===== src/rtl/sha512_procb_ctrl.sv =====
// Chunk sequencer for the SHA-512 realign/pad stage: emits data, 0x80-pad, zero-pad
// and length commands while tracking the byte position inside the 128-byte block.
`ifndef PROCB_TOTAL_MSB
`define PROCB_TOTAL_MSB 31
`endif

module sha512_procb_ctrl #(
    parameter int A_MSB     = 8,
    parameter int CNT_MSB   = 7,
    parameter int TOTAL_MSB = `PROCB_TOTAL_MSB
) (
    input  logic                 CLK,
    input  logic                 RST_N,
    input  logic                 start,
    input  logic [A_MSB:0]       addr,
    input  logic [CNT_MSB:0]     count,
    input  logic                 finish,
    input  logic [TOTAL_MSB:0]   total_bytes,
    input  logic                 stall,
    output logic                 mem_rd_en,
    output logic [A_MSB-3:0]     mem_raddr,
    input  logic [63:0]          mem_dout,
    output logic                 rl_wr_en,
    output logic [3:0]           rl_len,
    output logic [2:0]           rl_off,
    output logic [63:0]          rl_din,
    output logic                 rl_add0x80pad,
    output logic                 rl_add0pad,
    output logic                 rl_add_total,
    output logic [TOTAL_MSB:0]   rl_total_bytes,
    output logic                 busy,
    output logic                 done,
    output logic                 err
);
    localparam int WA_W = A_MSB - 2;
    localparam int CPAD = CNT_MSB - 3;

    typedef enum logic [2:0] {
        IDLE  = 3'd0,
        DATA  = 3'd1,
        PAD80 = 3'd2,
        PAD0  = 3'd3,
        TOTAL = 3'd4
    } state_t;

    state_t             state_q, state_d;
    logic [6:0]         pos_q, pos_d;
    logic               wrap_q, wrap_d;
    logic [WA_W-1:0]    waddr_q, waddr_d;
    logic [CNT_MSB:0]   rem_q, rem_d;
    logic [2:0]         off_q, off_d;
    logic               first_q, first_d;
    logic               fin_q, fin_d;
    logic               tot_hi_q, tot_hi_d;
    logic               err_q, err_d;
    logic [TOTAL_MSB:0] total_q, total_d;
    logic               wr_en_q, wr_en_d;
    logic [3:0]         len_q, len_d;
    logic [2:0]         roff_q, roff_d;
    logic               pad80_q, pad80_d;
    logic               pad0_q, pad0_d;
    logic               addtot_q, addtot_d;
    logic               done_q, done_d;

    logic [3:0]         avail_s, data_len_s, pad_len_s;
    logic [6:0]         pos_data_s, pos_pad_s, pos_plus8_s;
    logic               last_word_s;

    // Command lengths and the byte positions they would produce
    always_comb begin
        avail_s = first_q ? (4'd8 - {1'b0, off_q}) : 4'd8;
        if (rem_q < {{CPAD{1'b0}}, avail_s}) begin
            data_len_s = rem_q[3:0];
        end else begin
            data_len_s = avail_s;
        end
        last_word_s = (rem_q == {{CPAD{1'b0}}, data_len_s});
        pad_len_s   = 4'd8 - {1'b0, pos_q[2:0]};
        pos_data_s  = pos_q + {3'b000, data_len_s};
        pos_pad_s   = pos_q + {3'b000, pad_len_s};
        pos_plus8_s = pos_q + 7'd8;
    end

    // Next-state and command decision
    always_comb begin
        state_d  = state_q;
        pos_d    = pos_q;
        wrap_d   = wrap_q;
        waddr_d  = waddr_q;
        rem_d    = rem_q;
        off_d    = off_q;
        first_d  = first_q;
        fin_d    = fin_q;
        tot_hi_d = tot_hi_q;
        err_d    = err_q;
        total_d  = total_q;
        wr_en_d  = 1'b0;
        len_d    = 4'd0;
        roff_d   = 3'd0;
        pad80_d  = 1'b0;
        pad0_d   = 1'b0;
        addtot_d = 1'b0;
        done_d   = 1'b0;

        case (state_q)
            IDLE: begin
                if (start) begin
                    if (count == {(CNT_MSB+1){1'b0}}) begin
                        err_d = 1'b1;
                    end else begin
                        state_d = DATA;
                        waddr_d = addr[A_MSB:3];
                        off_d   = addr[2:0];
                        rem_d   = count;
                        first_d = 1'b1;
                        fin_d   = finish;
                        total_d = total_bytes;
                        // An unaligned first word is only legal on an aligned stream.
                        if ((addr[2:0] != 3'd0) && (pos_q[2:0] != 3'd0)) begin
                            err_d = 1'b1;
                        end else begin
                            err_d = err_q;
                        end
                    end
                end else begin
                    state_d = IDLE;
                end
            end
            DATA: begin
                if (!stall) begin
                    wr_en_d = 1'b1;
                    len_d   = data_len_s;
                    roff_d  = first_q ? off_q : 3'd0;
                    pos_d   = pos_data_s;
                    rem_d   = rem_q - {{CPAD{1'b0}}, data_len_s};
                    waddr_d = waddr_q + {{(WA_W-1){1'b0}}, 1'b1};
                    first_d = 1'b0;
                    if (!last_word_s) begin
                        state_d = DATA;
                    end else if (fin_q) begin
                        state_d = PAD80;
                    end else begin
                        state_d = IDLE;
                        done_d  = 1'b1;
                    end
                end else begin
                    state_d = DATA;
                end
            end
            PAD80: begin
                if (!stall) begin
                    pad80_d = 1'b1;
                    pad0_d  = 1'b1;
                    len_d   = pad_len_s;
                    pos_d   = pos_pad_s;
                    // Landing on 120 leaves no room for the length: an extra block follows.
                    if (pos_pad_s == 7'd120) begin
                        wrap_d = 1'b1;
                    end else begin
                        wrap_d = wrap_q;
                    end
                    state_d = PAD0;
                end else begin
                    state_d = PAD80;
                end
            end
            PAD0: begin
                if ((pos_q == 7'd120) && !wrap_q) begin
                    state_d  = TOTAL;
                    tot_hi_d = 1'b1;
                end else if (!stall) begin
                    pad0_d = 1'b1;
                    len_d  = 4'd8;
                    pos_d  = pos_plus8_s;
                    if (pos_plus8_s == 7'd0) begin
                        wrap_d = 1'b0;
                    end else begin
                        wrap_d = wrap_q;
                    end
                end else begin
                    state_d = PAD0;
                end
            end
            TOTAL: begin
                if (stall) begin
                    state_d = TOTAL;
                end else if (tot_hi_q) begin
                    pad0_d   = 1'b1;
                    len_d    = 4'd8;
                    pos_d    = pos_plus8_s;
                    tot_hi_d = 1'b0;
                end else begin
                    addtot_d = 1'b1;
                    len_d    = 4'd8;
                    pos_d    = 7'd0;
                    wrap_d   = 1'b0;
                    done_d   = 1'b1;
                    state_d  = IDLE;
                end
            end
            default: begin
                state_d = IDLE;
            end
        endcase
    end

    // Sequencer state and chunk context
    always_ff @(posedge CLK or negedge RST_N) begin
        if (!RST_N) begin
            state_q  <= IDLE;
            pos_q    <= 7'd0;
            wrap_q   <= 1'b0;
            waddr_q  <= {WA_W{1'b0}};
            rem_q    <= {(CNT_MSB+1){1'b0}};
            off_q    <= 3'd0;
            first_q  <= 1'b0;
            fin_q    <= 1'b0;
            tot_hi_q <= 1'b0;
            err_q    <= 1'b0;
            total_q  <= {(TOTAL_MSB+1){1'b0}};
        end else begin
            state_q  <= state_d;
            pos_q    <= pos_d;
            wrap_q   <= wrap_d;
            waddr_q  <= waddr_d;
            rem_q    <= rem_d;
            off_q    <= off_d;
            first_q  <= first_d;
            fin_q    <= fin_d;
            tot_hi_q <= tot_hi_d;
            err_q    <= err_d;
            total_q  <= total_d;
        end
    end

    // Registered realigner command outputs
    always_ff @(posedge CLK or negedge RST_N) begin
        if (!RST_N) begin
            wr_en_q  <= 1'b0;
            len_q    <= 4'd0;
            roff_q   <= 3'd0;
            pad80_q  <= 1'b0;
            pad0_q   <= 1'b0;
            addtot_q <= 1'b0;
            done_q   <= 1'b0;
        end else begin
            wr_en_q  <= wr_en_d;
            len_q    <= len_d;
            roff_q   <= roff_d;
            pad80_q  <= pad80_d;
            pad0_q   <= pad0_d;
            addtot_q <= addtot_d;
            done_q   <= done_d;
        end
    end

    assign mem_rd_en      = (state_q == DATA) && !stall;
    assign mem_raddr      = waddr_q;
    assign rl_din         = mem_dout;
    assign rl_wr_en       = wr_en_q;
    assign rl_len         = len_q;
    assign rl_off         = roff_q;
    assign rl_add0x80pad  = pad80_q;
    assign rl_add0pad     = pad0_q;
    assign rl_add_total   = addtot_q;
    assign rl_total_bytes = total_q;
    assign busy           = (state_q != IDLE);
    assign done           = done_q;
    assign err            = err_q;

endmodule


===== config.mk =====
export PLATFORM = sky130hd
export DESIGN_NAME = sha512_procb_ctrl
export DESIGN_NICKNAME = d
export VERILOG_FILES = /design/src/rtl/sha512_procb_ctrl.sv
export SDC_FILE = /design/constraint.sdc
export NUM_CORES = 1
export LEC_CHECK = 0
export ABC_AREA = 1
export CORE_ASPECT_RATIO = 0.6
export CORE_UTILIZATION = 44
export CTS_CLUSTER_DIAMETER = 30
export DETAILED_ROUTE_END_ITERATION = 8
export PLACE_DENSITY = 0.95
export SYNTH_ARGS = -nofsm -noshare
export SYNTH_HDL_FRONTEND = slang
export SYNTH_SLANG_ARGS = --single-unit

===== constraint.sdc =====
create_clock -name CLK -period 9.1 [get_ports CLK]
set_input_delay 1.365 -clock CLK [delete_from_list [all_inputs] [get_ports CLK]]
set_output_delay 1.365 -clock CLK [all_outputs]
set_load 0.02 [all_outputs]

Word-level counts from Yosys, hierarchy flattened --
Index checks and enable logic that the tools add are counted.
Storage, ports and cells: flip-flop bits (word level) 76, output and inout port bits 117
Cells by class: add/subtract/negate cells 7, $lt $le $gt $ge 1, eq/ne operators 21, muxes and demuxes 66, bitwise logic cells 1, reduce and logical (&&, ||, !) cells 23
Operators by type and width (count):
- $mux 7 | 6
- $mux 3 | 10
- $pmux 7 s4 | 1
- $mux 1 | 26
- $mux 4 | 6
- $mux 8 | 3
- $ne 2x2->1 const B | 11
- $mux 6 | 3
- $pmux 4 s4 | 1
- $pmux 8 s2 | 1
- $pmux 3 s5 | 1
- $add 7x4->7 | 2
- $eq 7x7->1 const B | 2
- $pmux 6 s2 | 1
- $reduce_and 3->1 | 4
- $reduce_bool 3->1 | 4
- $ne 3x3->1 const B | 3
- $eq 8x4->1 | 1
- $logic_not 8->1 | 1
- $lt 8x4->1 | 1
- $reduce_and 8->1 | 1
- $sub 4x3->4 const A | 2
- $sub 8x4->8 | 1
- $add 7x4->7 const B | 1
- 16 further kinds | 26

Depth between registers and ports, before layout --
Gate-level depths: netlist (run 1).
word-level depth 8, mapped depth 24, gate-level depth less buffers 24

Worst setup path before layout (run 1) --
No wires, ideal clock.
path type in2out, from input stall, to output mem_rd_en, arrival 1.829 ns, setup slack 5.906 ns, stages 1, buffers on the path 0, cells stage by stage nor2_1
On the way: cells in the longest elaborated chain, start to end 2
RTL lines:
- start, declared | line 19 | input logic stall,
- $logic_not 1->1 | line 257 | assign mem_rd_en = (state_q == DATA) && !stall;
- $logic_and 1x1->1 | line 257
- end, declared | line 20 | output logic mem_rd_en,
No other way between the ends.

Worst setup path after layout (run 1) --
Same ends and word-level chain as after synthesis.

==> summary.md, run 1 <==
| Metric | Value |
|---|---|
| CTS buffer count | `9` |
| Synth Register Bits | `76` |
| Hold path depth | `1` |
| Endpoint type of the worst setup path | `primary output` |
| Layout area overhead | `21.3%` |
| Xor and xnor area share after synthesis | `1.50%` |
| VDD IR max | `183 uV` |
| Crit path buffers/inverters | `2` |
| Rel. slew slack | `32.8%` |
| Critical-path top delay cell | `clkdlybuf4s50_1` |
| CP dominant cell by count | `clkdlybuf4s50_1` |
| Setup TNS | `0 ns` |
| RSZ-0062 raised after global routing | `no` |
| Cts repair resizes | `0` |
| Number of setup buffers added after CTS | `0` |
| First-pass GRT wire length | `18.1 mm` |
| Gpl congestion | `0.890` |
| CTS tree | `yes` |
| Leakage | `2.66 nW` |
| Synth Area in Compound Gates | `9.46%` |
| R2R depth | `22` |
| Clk_lat worst skew | `0.34 ns` |
| WP data arrival | `3.24 ns` |
| Sequential area share after synthesis | `40.6%` |
| Vias | `3870` |
| Critical path class | `in -> out` |
| Final wirelength | `11.7 mm` |
| Top Layer Used | `met4` |
| Die Ht | `81.9 um` |
| Worst slew pin tran | `1.01 ns` |
| Worst-path maximum fanout | `7` |
| Met3 WL | `1.29 mm` |
| Placed Instances | `713` |
| Crit start category | `input pin` |
| Initial core utilization | `46.4%` |
| Fmax | `217 MHz` |
| Count of flip-flops with a built-in enable after synthesis | `0` |
| CP Cell Sequence | `clkdlybuf4s50_1 > nor2_1 > clkdlybuf4s50_1` |
| Hold-fix buffers, CTS | `0` |
| # fillers | `877` |
| Final Hold Viols | `0` |
| Synth Instances | `546` |
| Reg-to-reg setup timing slack | `5.48 ns` |
| Hold Path Origin | `fin_q` |
| Most frequent cell after synthesis | `nand2_1` |
| DPL Wire Length | `8.99 mm` |
| Number of global-route vias before repair | `3587` |
| Reg-to-Reg End | `pos_q[6]` |
| Fin cells | `729` |
| Yosys warnings | `0` |
| Finish-stage setup viols | `0` |
| Drt wl/cell | `16.0 um` |
| Num Clock Sinks | `76` |
| Routed met1 length | `5.41 mm` |
| Std cell rows | `28` |
| Die Area | `0.0111 mm^2` |
| Mux contribution to synthesized area | `7.70%` |
| Post-synthesis simple-gate area fraction | `18.8%` |
| Hold EP | `done` |
| CTS root buf | `clkbuf_16` |
| Fraction of registers with async set/reset | `100%` |
| Synth top area share | `40.6%` |
| Initial antenna violation count | `0` |
| Met2 WL | `4.88 mm` |
| Antenna diodes | `0` |
| Power Density | `395 mW/mm^2` |
| Hold Path Class | `reg -> reg` |
| Ranking of synthesized cells by area | `dfrtp_1, buf_4, nand2_1` |
| Top_reg_cell synth | `dfrtp_1` |
| Adder-cell area share of the yosys netlist | `5.67%` |
| Crit-path max cell delay | `0.73 ns` |
| Clock skew | `0.00920 ns` |
| Avg Cell Area, Syn | `8.57 um^2` |
| Final Net Count | `727` |
| Grt total ovfl | `0` |
| Largest net degree at the start of global routing | `77` |
| R2r startpoint | `off_q[0]` |
| DRC viols | `0` |
| Status | `completed` |
| Syn Nets | `684` |
| Area leader, netlist | `dfrtp_1` |
| Post-layout min period | `4.61 ns` |
| Top Ports | `235` |
| Total Power | `2.24 mW` |
| Router iterations before antenna repair | `5` |
| Clock Tree Buf Depth | `2` |
| Core area | `0.0101 mm^2` |
| Post-route ant nets | `0` |
| CP required | `7.74 ns` |
| H-tree levels | `3` |
| Fin crit share | `50.7%` |
| Die W | `135 um` |
| Synthesized area | `0.00468 mm^2` |
| Most common library cells after synthesis | `nand2_1, dfrtp_1, buf_4` |
| PortBufs | `106` |
| Share of cells above drive strength 1 | `11.6%` |
| # Max-Cap Violations | `0` |
| DRT iter0 DRCs | `302` |
| Vias/cell | `5.31` |
| Clock-pin slew on the worst setup and hold paths | `0.06 ns` |
| Largest family of logic cells by synthesized area | `simple AND/OR/NAND/NOR gates` |
| Slew Viols, Final | `0` |
| Top delay family on crit path | `buffers and inverters` |
| Gr usage total | `21.5%` |
| Post-synthesis cell type count | `39` |
[state kept, by name (all words and copies together), names as in the netlist]
| register | count |
|---|---|
| done | 1 |
| err | 1 |
| fin_q | 1 |
| first_q | 1 |
| mem_raddr | 6 |
| off_q | 3 |
| pos_q | 7 |
| rem_q | 8 |
| rl_add0pad | 1 |
| rl_add0x80pad | 1 |
| rl_add_total | 1 |
| rl_len | 4 |
| rl_off | 3 |
| rl_total_bytes | 32 |
| rl_wr_en | 1 |
| state_q | 3 |
| tot_hi_q | 1 |
| wrap_q | 1 |
[power by group]
group	leakage [nW]	internal [mW]	total [mW]	switching, mW
registers	0.925	0.488	0.600	0.112
clock network	0.149	0.219	0.358	0.139
logic	1.58	0.544	1.29	0.742
total	2.66	1.25	2.24	0.994
[logic make-up (layout without fill, tap and decap cells)]
group / count (synthesis) / count (layout)
simple gates: 202 / 202
fa+ha+maj: 20 / 20
flops: 76 / 76
mux: 32 / 32
compound gates: 75 / 75
buf+inv: 133 / 181
xor+xnor: 8 / 8
[worst max path at each step]
stage | from | to | slack, ns | depth (start not counted)
CTS | stall | mem_rd_en | 4.48 | 3
detailed placement | stall | mem_rd_en | 4.51 | 3
finish | stall | mem_rd_en | 4.49 | 3
floorplan | stall | mem_rd_en | 5.91 | 1
global route | state_q[0] | mem_rd_en | 4.37 | 5
global placement | stall | mem_rd_en | 4.58 | 3
[layer usage]
layer	up-vias	GRT usage (%)
met3	11	9.75
met4	0	5.51
met2	215	30.0
met5	-	0
met1	1818	29.8
li1	1826	-
[layout make-up]
class                   instances  area [um^2]  share of cell area [%]
clock buffers                  10          239                    4.21
inverters                      59          224                    3.95
well taps                     135          169                    2.98
clock inverters                 6         61.3                    1.08
flip-flops and latches         76         1900                    33.5
repair buffers                106         1060                    18.7
multi-input cells             337         2020                    35.6
[layout by cell type (no fill, tap or decap), types with 15 or more instances in the layout]
master,n
clkdlybuf4s50_1,105
ha_1,18
nand2_1,116
inv_1,53
mux2_2,32
dfrtp_1,76
a21oi_1,15
nand3_1,32
nor2_1,30
o21ai_0,28
[per-stage QoR]
stage / worst slack [ns] / utilization (%) / area (um^2) / hold WS, ns
floorplan: 5.91 / - / 4680 / 0.442
global placement: 4.58 / 53.3 / 5380 / 0.469
detailed placement: 4.51 / 53.3 / 5380 / 0.491
CTS: 4.48 / 56.3 / 5680 / 0.506
global route: 4.37 / 56.3 / 5680 / 0.523
finish: 4.49 / 56.3 / 5680 / 0.496
No activity file was read; power rests on OpenSTA's default activity.
==> run 2, diff against run 1 <==
--- a/config.mk
+++ b/config.mk
@@ -7,10 +7,10 @@
 export LEC_CHECK = 0
 export ABC_AREA = 1
 export CORE_ASPECT_RATIO = 0.6
-export CORE_UTILIZATION = 44
+export CORE_UTILIZATION = 37
 export CTS_CLUSTER_DIAMETER = 30
 export DETAILED_ROUTE_END_ITERATION = 8
-export PLACE_DENSITY = 0.95
+export PLACE_DENSITY = 0.87
 export SYNTH_ARGS = -nofsm -noshare
 export SYNTH_HDL_FRONTEND = slang
 export SYNTH_SLANG_ARGS = --single-unit
==> constraint.sdc (replaced) <==
create_clock -name CLK -period 3.9 [get_ports CLK]
set_input_delay 0.585 -clock CLK [delete_from_list [all_inputs] [get_ports CLK]]
set_output_delay 0.585 -clock CLK [all_outputs]
set_load 0.02 [all_outputs]
==> run 2 against run 1 <==
Flip-flop and latch count did not move. Die area rose by 19%. Clock-buffer cell count fell by 1. Routed wire length rose by 1.1%. Via count fell by 1.1%. Combinational power rose by 130%. Cell count rose by 4.5%. Non-clock buffer count rose by 3. Setup slack got worse by 4.1 ns. Clock skew barely moved. First-iteration DRC count rose by 12%. Total power rose by 130%. Critical endpoint is now pos_q[6].
==> summary.md, run 2 (synthesis results as in run 1) <==
| Metric | Value |
|---|---|
| Status | `completed` |
| Clock Tree Buf Depth | `2` |
| PortBufs | `106` |
| Router iterations before antenna repair | `6` |
| Die Ht | `89.1 um` |
| Grt total ovfl | `0` |
| Setup TNS | `0 ns` |
| Gr usage total | `18.2%` |
| # Max-Cap Violations | `0` |
| Vias/cell | `5.02` |
| Final Net Count | `730` |
| H-tree levels | `3` |
| Leakage | `2.67 nW` |
| Std cell rows | `31` |
| Share of cells above drive strength 1 | `12.1%` |
| Hold-fix buffers, CTS | `0` |
| Fin crit share | `91.1%` |
| First-pass GRT wire length | `18.3 mm` |
| Initial antenna violation count | `0` |
| CP required | `4.15 ns` |
| Reg-to-Reg End | `pos_q[6]` |
| CTS tree | `yes` |
| CTS buffer count | `9` |
| Final Hold Viols | `0` |
| Initial core utilization | `38.4%` |
| VDD IR max | `354 uV` |
| Clock-pin slew on the worst setup and hold paths | `0.07 ns` |
| Power Density | `917 mW/mm^2` |
| Drt wl/cell | `15.5 um` |
| CP Cell Sequence | `inv_1 > ha_1 > xnor2_1 > nand2_1 > ha_1 > inv_1 > nor2_1 > o22ai_1 > nand2_1 > nand2_1 > o21ai_0 > ha_1 > fa_1 > nand2_1 > inv_1 > o21ai_0 > nand2_1 > nand2_1 > xor2_1 > nand2_1 > nand3_1 > nand2_1 > o21ai_0` |
| Clk_lat worst skew | `0.34 ns` |
| Layout area overhead | `22.7%` |
| Crit-path max cell delay | `0.38 ns` |
| DPL Wire Length | `9.04 mm` |
| Crit start category | `flop` |
| DRC viols | `0` |
| Vias | `3826` |
| Die W | `147 um` |
| Slew Viols, Final | `0` |
| RSZ-0062 raised after global routing | `no` |
| Number of setup buffers added after CTS | `0` |
| Met2 Use GR | `23.6%` |
| Final Instance Area | `0.00574 mm^2` |
| Worst slew pin tran | `0.978 ns` |
| Endpoint type of the worst setup path | `flop` |
| R2r startpoint | `off_q[0]` |
| Rel. slew slack | `34.8%` |
| Storage cell area | `0.00190 mm^2` |
| Max FFs per register | `32` |
| Fmax | `281 MHz` |
| Clock skew | `0.00871 ns` |
| Top Ports | `235` |
| Reg-to-reg setup timing slack | `0.35 ns` |
| Critical-path top delay cell | `dfrtp_1` |
| Die Area | `0.0131 mm^2` |
| CTS root buf | `clkbuf_16` |
| Post-layout min period | `3.55 ns` |
| Footprint of the multi-input gates | `0.00202 mm^2` |
| Antenna diodes | `0` |
| Largest net degree at the start of global routing | `77` |
| Core area | `0.0122 mm^2` |
| Final wirelength | `11.8 mm` |
| Top delay family on crit path | `adder cells` |
| Crit path buffers/inverters | `3` |
| Met1 Usage GRT | `26.2%` |
| # fillers | `1144` |
| Num Clock Sinks | `76` |
| R2R depth | `23` |
| Finish-stage setup viols | `0` |
| Post-route ant nets | `0` |
| Number of global-route vias before repair | `3489` |
| Most frequent cells in the layout | `nand2_1, clkdlybuf4s50_1, dfrtp_1` |
| CP dominant cell by count | `nand2_1` |
| Most common cell after layout, fill and taps aside | `nand2_1` |
| WP data arrival | `3.81 ns` |
| Placed inst area | `0.00544 mm^2` |
| Gpl congestion | `0.967` |
| Worst-path maximum fanout | `7` |
| Hold Path Class | `in -> async` |
| Critical path class | `reg -> reg` |
| DRT iter0 DRCs | `339` |
| Grt met3 use | `9.54%` |
| Top Usage Layer GRT | `met1` |
| Cts repair resizes | `0` |
-- run 2: metal layers --
layer / wire (um) / share of wire, %
met1: 5700 / 48
met2: 4590 / 39
met3: 1430 / 12
met4: 102 / 0.86
met5: 0 / 0
-- run 2: worst max path at each step --
| stage | from | end | slack, ns | depth (start not counted) |
|---|---|---|---|---|
| after floorplan | off_q[0] | rem_q[6] | 0.83 | 19 |
| after global placement | off_q[0] | rem_q[6] | 0.63 | 20 |
| after detailed placement | off_q[0] | pos_q[6] | 0.41 | 23 |
| after CTS | off_q[0] | pos_q[6] | 0.37 | 23 |
| after global routing | off_q[0] | pos_q[6] | 0.05 | 23 |
| final | off_q[0] | pos_q[6] | 0.35 | 23 |
-- run 2: final cells by class --
type / count / area share, %
flip-flops and latches: 76 / 33.1
clock inverters: 7 / 1.44
inverters: 59 / 3.90
repair buffers: 109 / 18.8
multi-input cells: 337 / 35.2
clock buffers: 9 / 3.92
well taps: 165 / 3.59
-- run 2: where the power goes --
part           switching [mW]  leakage [nW]  total [mW]  internal (mW)
Combinational            1.72          1.60        3.00           1.28
Clock                   0.358         0.145       0.864          0.506
Sequential              0.268         0.925        1.40           1.14
Total                    2.35          2.67        5.27           2.92
-- run 2: per-stage QoR --
step	util (%)	total power, mW	hold slack [ns]	instances	worst slack (ns)
2_1_floorplan	-	3.47	0.289	546	0.828
3_3_place_gp	44.6	4.27	0.460	746	0.627
4_1_cts	47.2	5.26	0.449	762	0.365
3_5_place_dp	44.6	4.37	0.472	746	0.410
6_report	47.2	5.27	0.406	762	0.345
5_1_grt	47.2	5.70	0.500	762	0.0496
